File: config.mk
export PLATFORM = sky130hd
export DESIGN_NAME = truth_table_sweeper_flat
export DESIGN_NICKNAME = d
export VERILOG_FILES = /design/src/rtl/truth_table_sweeper_if.sv /design/src/rtl/truth_table_sweeper.sv /design/src/flat_wrapper.sv
export SDC_FILE = /design/constraint.sdc
export NUM_CORES = 1
export LEC_CHECK = 0
export ABC_CLOCK_PERIOD_IN_PS = 7700
export BUFFER_PORTS_ARGS = -buffer_cell sky130_fd_sc_hd__buf_2
export CAP_MARGIN = 20
export CELL_PAD_IN_SITES_DETAIL_PLACEMENT = 0
export CELL_PAD_IN_SITES_GLOBAL_PLACEMENT = 1
export CORE_AREA = 2 2 104 106
export CTS_CLUSTER_DIAMETER = 100
export CTS_CLUSTER_SIZE = 16
export DETAILED_ROUTE_END_ITERATION = 10
export DIE_AREA = 0 0 106 108
export GPL_TIMING_DRIVEN = 0
export PLACE_DENSITY = 0.83
export SLEW_MARGIN = 20
export SYNTH_ARGS = -nofsm -noshare
export SYNTH_HDL_FRONTEND = slang
export SYNTH_SLANG_ARGS = --single-unit
File: constraint.sdc
create_clock -name clk -period 7.7 [get_ports clk]
set_clock_uncertainty 0.1 [all_clocks]
set_input_delay 1.54 -clock clk [delete_from_list [all_inputs] [get_ports clk]]
set_output_delay 1.54 -clock clk [all_outputs]
set_load 0.02 [all_outputs]
File: src/rtl/truth_table_sweeper_if.sv
// Bundle between the truth-table sweeper, its lab front-end and the function under test.
// The sweeper connects through the slave modport; the environment drives the master side.
interface truth_table_sweeper_if #(
  parameter int N_INPUTS = 5
);
  localparam int DEPTH = 1 << N_INPUTS;

  logic                start;
  logic [DEPTH-1:0]    expected;
  logic [N_INPUTS-1:0] dut_in;
  logic                dut_out;
  logic                busy;
  logic                done;
  logic                pass;
  logic [N_INPUTS:0]   mismatch_count;
  logic [N_INPUTS-1:0] first_fail;
  logic                fail_valid;
  logic [DEPTH-1:0]    obs_table;

  modport master (
    output start, expected, dut_out,
    input  dut_in, busy, done, pass, mismatch_count, first_fail, fail_valid, obs_table
  );

  modport slave (
    input  start, expected, dut_out,
    output dut_in, busy, done, pass, mismatch_count, first_fail, fail_valid, obs_table
  );
endinterface

File: src/rtl/truth_table_sweeper.sv
// Walks an N-input combinational function through every minterm in ascending order,
// compares each settled output against a latched expected mask and records the results.
module truth_table_sweeper #(
  parameter int N_INPUTS      = 5,
  parameter int SETTLE_CYCLES = 1
) (
  input logic                  clk,
  input logic                  reset,
  truth_table_sweeper_if.slave bus
);
  localparam int DEPTH = 1 << N_INPUTS;
  localparam logic [N_INPUTS-1:0] LAST_IDX    = '1;
  localparam logic [3:0]          SETTLE_LAST = 4'(SETTLE_CYCLES);

  typedef enum logic [1:0] {
    S_IDLE,
    S_APPLY,
    S_SAMPLE,
    S_DONE
  } state_e;

  state_e              state_q,  state_d;
  logic [N_INPUTS-1:0] index_q,  index_d;
  logic [3:0]          settle_q, settle_d;
  logic [DEPTH-1:0]    mask_q,   mask_d;
  logic [DEPTH-1:0]    obs_q,    obs_d;
  logic [N_INPUTS:0]   mm_q,     mm_d;
  logic [N_INPUTS-1:0] ff_q,     ff_d;
  logic                fv_q,     fv_d;

  // NOTE: every register, including the observed table, is cleared on reset so an
  // aborted sweep leaves no partial results; state updates use non-blocking assigns.
  always_ff @(posedge clk) begin
    if (reset) begin
      state_q  <= S_IDLE;
      index_q  <= '0;
      settle_q <= '0;
      mask_q   <= '0;
      obs_q    <= '0;
      mm_q     <= '0;
      ff_q     <= '0;
      fv_q     <= 1'b0;
    end else begin
      state_q  <= state_d;
      index_q  <= index_d;
      settle_q <= settle_d;
      mask_q   <= mask_d;
      obs_q    <= obs_d;
      mm_q     <= mm_d;
      ff_q     <= ff_d;
      fv_q     <= fv_d;
    end
  end

  // NOTE: holding every next-state value at its current value first keeps this
  // block free of inferred latches.
  always_comb begin
    state_d  = state_q;
    index_d  = index_q;
    settle_d = settle_q;
    mask_d   = mask_q;
    obs_d    = obs_q;
    mm_d     = mm_q;
    ff_d     = ff_q;
    fv_d     = fv_q;

    unique case (state_q)
      S_IDLE, S_DONE: begin
        if (bus.start) begin
          mask_d   = bus.expected;
          obs_d    = '0;
          mm_d     = '0;
          ff_d     = '0;
          fv_d     = 1'b0;
          index_d  = '0;
          settle_d = '0;
          state_d  = S_APPLY;
        end
      end

      S_APPLY: begin
        if (settle_q == SETTLE_LAST) begin
          state_d = S_SAMPLE;
        end else begin
          settle_d = settle_q + 4'd1;
        end
      end

      S_SAMPLE: begin
        obs_d[index_q] = bus.dut_out;
        if (bus.dut_out != mask_q[index_q]) begin
          mm_d = mm_q + 1'b1;
          if (!fv_q) begin
            ff_d = index_q;
            fv_d = 1'b1;
          end
        end
        // The index stops at the last minterm so dut_in holds it while in DONE.
        if (index_q == LAST_IDX) begin
          state_d = S_DONE;
        end else begin
          index_d  = index_q + 1'b1;
          settle_d = '0;
          state_d  = S_APPLY;
        end
      end

      default: state_d = S_IDLE;
    endcase
  end

  assign bus.dut_in         = index_q;
  assign bus.busy           = (state_q == S_APPLY) || (state_q == S_SAMPLE);
  assign bus.done           = (state_q == S_DONE);
  assign bus.pass           = (state_q == S_DONE) && (mm_q == '0);
  assign bus.mismatch_count = mm_q;
  assign bus.first_fail     = ff_q;
  assign bus.fail_valid     = fv_q;
  assign bus.obs_table      = obs_q;
endmodule

File: src/flat_wrapper.sv
// flat-port wrapper written by rule: the top's interface ports become plain ports
module truth_table_sweeper_flat 
#(
  parameter int N_INPUTS      = 5,
  parameter int SETTLE_CYCLES = 1
)
  (clk, reset, bus_start, bus_expected, bus_dut_out, bus_dut_in, bus_busy, bus_done, bus_pass, bus_mismatch_count, bus_first_fail, bus_fail_valid, bus_obs_table);
  truth_table_sweeper_if #(.N_INPUTS(N_INPUTS)) bus_i ();
  input logic clk;
  input logic reset;
  input wire logic [$bits(bus_i.start)-1:0] bus_start;
  input wire logic [$bits(bus_i.expected)-1:0] bus_expected;
  input wire logic [$bits(bus_i.dut_out)-1:0] bus_dut_out;
  output wire logic [$bits(bus_i.dut_in)-1:0] bus_dut_in;
  output wire logic [$bits(bus_i.busy)-1:0] bus_busy;
  output wire logic [$bits(bus_i.done)-1:0] bus_done;
  output wire logic [$bits(bus_i.pass)-1:0] bus_pass;
  output wire logic [$bits(bus_i.mismatch_count)-1:0] bus_mismatch_count;
  output wire logic [$bits(bus_i.first_fail)-1:0] bus_first_fail;
  output wire logic [$bits(bus_i.fail_valid)-1:0] bus_fail_valid;
  output wire logic [$bits(bus_i.obs_table)-1:0] bus_obs_table;
  assign bus_i.start = bus_start;
  assign bus_i.expected = bus_expected;
  assign bus_i.dut_out = bus_dut_out;
  assign bus_dut_in = bus_i.dut_in;
  assign bus_busy = bus_i.busy;
  assign bus_done = bus_i.done;
  assign bus_pass = bus_i.pass;
  assign bus_mismatch_count = bus_i.mismatch_count;
  assign bus_first_fail = bus_i.first_fail;
  assign bus_fail_valid = bus_i.fail_valid;
  assign bus_obs_table = bus_i.obs_table;
  truth_table_sweeper #(.N_INPUTS(N_INPUTS), .SETTLE_CYCLES(SETTLE_CYCLES)) u_core (.clk(clk), .reset(reset), .bus(bus_i));
endmodule
==> flow_metrics.tcl <==
set metrics [dict create \
    drtIter0Drc 198 \
    die_area_mm2 0.0114 \
    num_antenna_cells 0 \
    setup_ws_ns 4.50 \
    grt_max_degree 14 \
    total_power_w 0.000938 \
    synth_commonest_cells "128 x nand2_1, 87 x dfxtp_1, 78 x a21oi_1" \
    critPathRequiredTime_ns 6.06 \
    worst-setup-path-type "flop to primary output" \
    holdPathStages 2 \
    drtAntennaViolNets 0 \
    yosysTopAreaCell "dfxtp_1" \
    drt_wl_total_um 12000 \
    hold_viol 0 \
    syn_inst 559 \
    io_buffers 86 \
    seq_area_frac_synth 0.401 \
    rsz0062_at_grt "false" \
    whs_endpoint "u_core.mask_q[11]$_SDFFE_PP0P_" \
    vias_per_cell 5.34 \
    initial_core_util 0.425 \
    die_h_um 108 \
    hold_path.class "flop to flop" \
    clock.fmax_mhz 313 \
    yosysMostFrequentCell "nand2_1" \
    max-vdd-ir-drop_mv 0.0975 \
    setup.worst_path.end_class "primary output" \
    cts_made_buffers 9 \
    grt_pass1_vias 4006 \
    place_ws_ns 4.20 \
    rr_worst_depth 7 \
    hold_start "u_core.mask_q[11]$_SDFFE_PP0P_" \
    drive_above_1_share 0.180 \
    maxCapViolations 0 \
    tns_ns 0 \
    dr.pass1.iters 5 \
    synth_ff_type "dfxtp_1" \
    synthTopCellsByArea "dfxtp_1 40%, nand2_1 11%, a21oi_1 9.0%" \
    hpwl_um 8790 \
    yosysUniqueCellTypes 45 \
    power.leakage_nw 2.04 \
    clk_latency_ns 0.36 \
    path_clk_slew_ns 0.09 \
    vias 4255 \
    ios 88 \
    r2r_setup_slack_ns 4.79 \
    synthArstFlopShare 0 \
    cts_tree "yes" \
    die_w_um 106 \
    holdBufCountCts 0 \
    final_cells 797 \
    nNetsFinal 705 \
    cp_data_arrival_time_ns 1.56 \
    final.period_utilization 0.415 \
    rr_endpoint "u_core.bus.mismatch_count[1]$_SDFFE_PP0P_" \
    drc 0 \
    ys_warn_count 0 \
    cts_max_level 3 \
    grt_first_pass_wirelength_um 19700 \
    place_congestion 0.800 \
    syn_avg_cell_area_um2 7.78 \
    p_per_area_mw_per_mm2 182 \
    synth_edf_count 0 \
    synth_fp_nets 608 \
    status "finished, final reports clean" \
    ys_ff_latch 87 \
    cts-root-buf "clkbuf_8" \
    fp-row-count 37 \
    cts_max_path_buffers 2 \
    startpoint_type "flop" \
    slew_headroom 0.363 \
    synth_top_area_share 0.401 \
    crit_fanout 9 \
    ctsResizeCount 0 \
    post-cts-setup-buffers 0 \
    worst_r2r_startpoint "u_core.bus.dut_in[0]$_SDFFE_PP0P_" \
    syn_area_mm2 0.00435 \
    wl_per_cell_um 15.0 \
    setup_viol 0 \
    cts.sinks 87 \
    core_mm2 0.0102 \
    antenna_found_initial 0 \
    post-route-min-period_ns 3.20 \
    grt.overflow.total 0 \
    area_growth_pct 18.7 \
    slew_violations 0 \
    track_usage 0.216 \
    worst_pin_slew_ns 0.949 \
    dp_cells 781 \
    final_core_util 0.505 \
]
==> per-layer routing <==
layer / track usage / part of all wire
met5: 0 / 0
met4: 0.0846 / 0.015
met3: 0.0307 / 0.045
met2: 0.345 / 0.46
met1: 0.297 / 0.48
==> flip-flops by register name, indices dropped and copies added (netlist names) <==
signal,count
u_core.bus.dut_in,5
u_core.bus.fail_valid,1
u_core.mask_q,32
u_core.bus.obs_table,32
u_core.bus.mismatch_count,6
u_core.settle_q,4
u_core.bus.first_fail,5
u_core.state_q,2
==> area by class of cell <==
cell class                 count  area, um^2
buffer                        44         178
clock buffer                  13         169
timing repair buffer          86         430
sequential                    87        1740
inverter                      12        45.0
tap                          136         170
fill                        1028        5070
clock inverter                 3        40.0
multi-input combinational    416        2390
==> metrics by stage <==
step | cell area [um^2] | hold WS [ns]
2_1_floorplan | 4350 | 0.332
3_3_place_gp | 4950 | 0.339
3_5_place_dp | 4950 | 0.344
4_1_cts | 5160 | 0.355
5_1_grt | 5160 | 0.373
6_report | 5160 | 0.354
==> layout by cell type, fill, tap and decap left out, types with 2 or more instances in the layout <==
cell       instances
clkinv_2           2
nand2b_1           3
buf_2             90
nor2b_1            6
mux4_2             4
inv_1             12
ha_1              13
mux4_1             2
nor4_1             5
buf_1              9
o41ai_2            2
o311ai_0           2
nand3_1           17
a2111oi_0          2
a21boi_0          32
clkbuf_8          12
nand2_1          128
o311ai_1           5
a21oi_1           78
nor3_1            14
a21o_1             2
nor3_2             2
a311o_1            2
clkbuf_1          31
dfxtp_1           87
mux2i_1            3
and2_1             8
nor2_1            20
o21ai_0           42
and3_1             7
==> report_power, final <==
part / switching, W / total (W) / internal, W
Clock: 0.000162 / 0.000337 / 0.000176
Sequential: 0.0000102 / 0.000477 / 0.000467
Combinational: 0.0000837 / 0.000124 / 0.0000405
==> worst max path at each step <==
stage                                                    from                                         to  slack (ns)  cells past startpoint
CTS                 u_core.bus.mismatch_count[2]$_SDFFE_PP0P_                                   bus_pass        4.50                      4
global route                                        bus_start      u_core.bus.first_fail[2]$_SDFFE_PP0P_        4.40                      8
finish              u_core.bus.mismatch_count[2]$_SDFFE_PP0P_                                   bus_pass        4.50                      4
detailed placement                                  bus_start      u_core.bus.first_fail[0]$_SDFFE_PP0P_        4.20                      8
floorplan                                               reset  u_core.bus.mismatch_count[3]$_SDFFE_PP0P_        4.62                      6
global placement                                    bus_start      u_core.bus.first_fail[2]$_SDFFE_PP0P_        4.24                      8
==> critical path, cell delays in order (launching register included) <==
cell	delay, ns
dfxtp_1	0.31
clkbuf_1	0.20
nor4_1	0.33
and3_1	0.19
buf_2	0.15
==> kinds of logic after synthesis <==
family,count (synthesis),synth area share
compound gates,176,0.246
fa+ha+maj,13,0.0374
buf+inv,56,0.0512
flops,87,0.401
mux,9,0.0397
simple gates,218,0.225
Note: power is estimated with default switching activity, not from simulation.
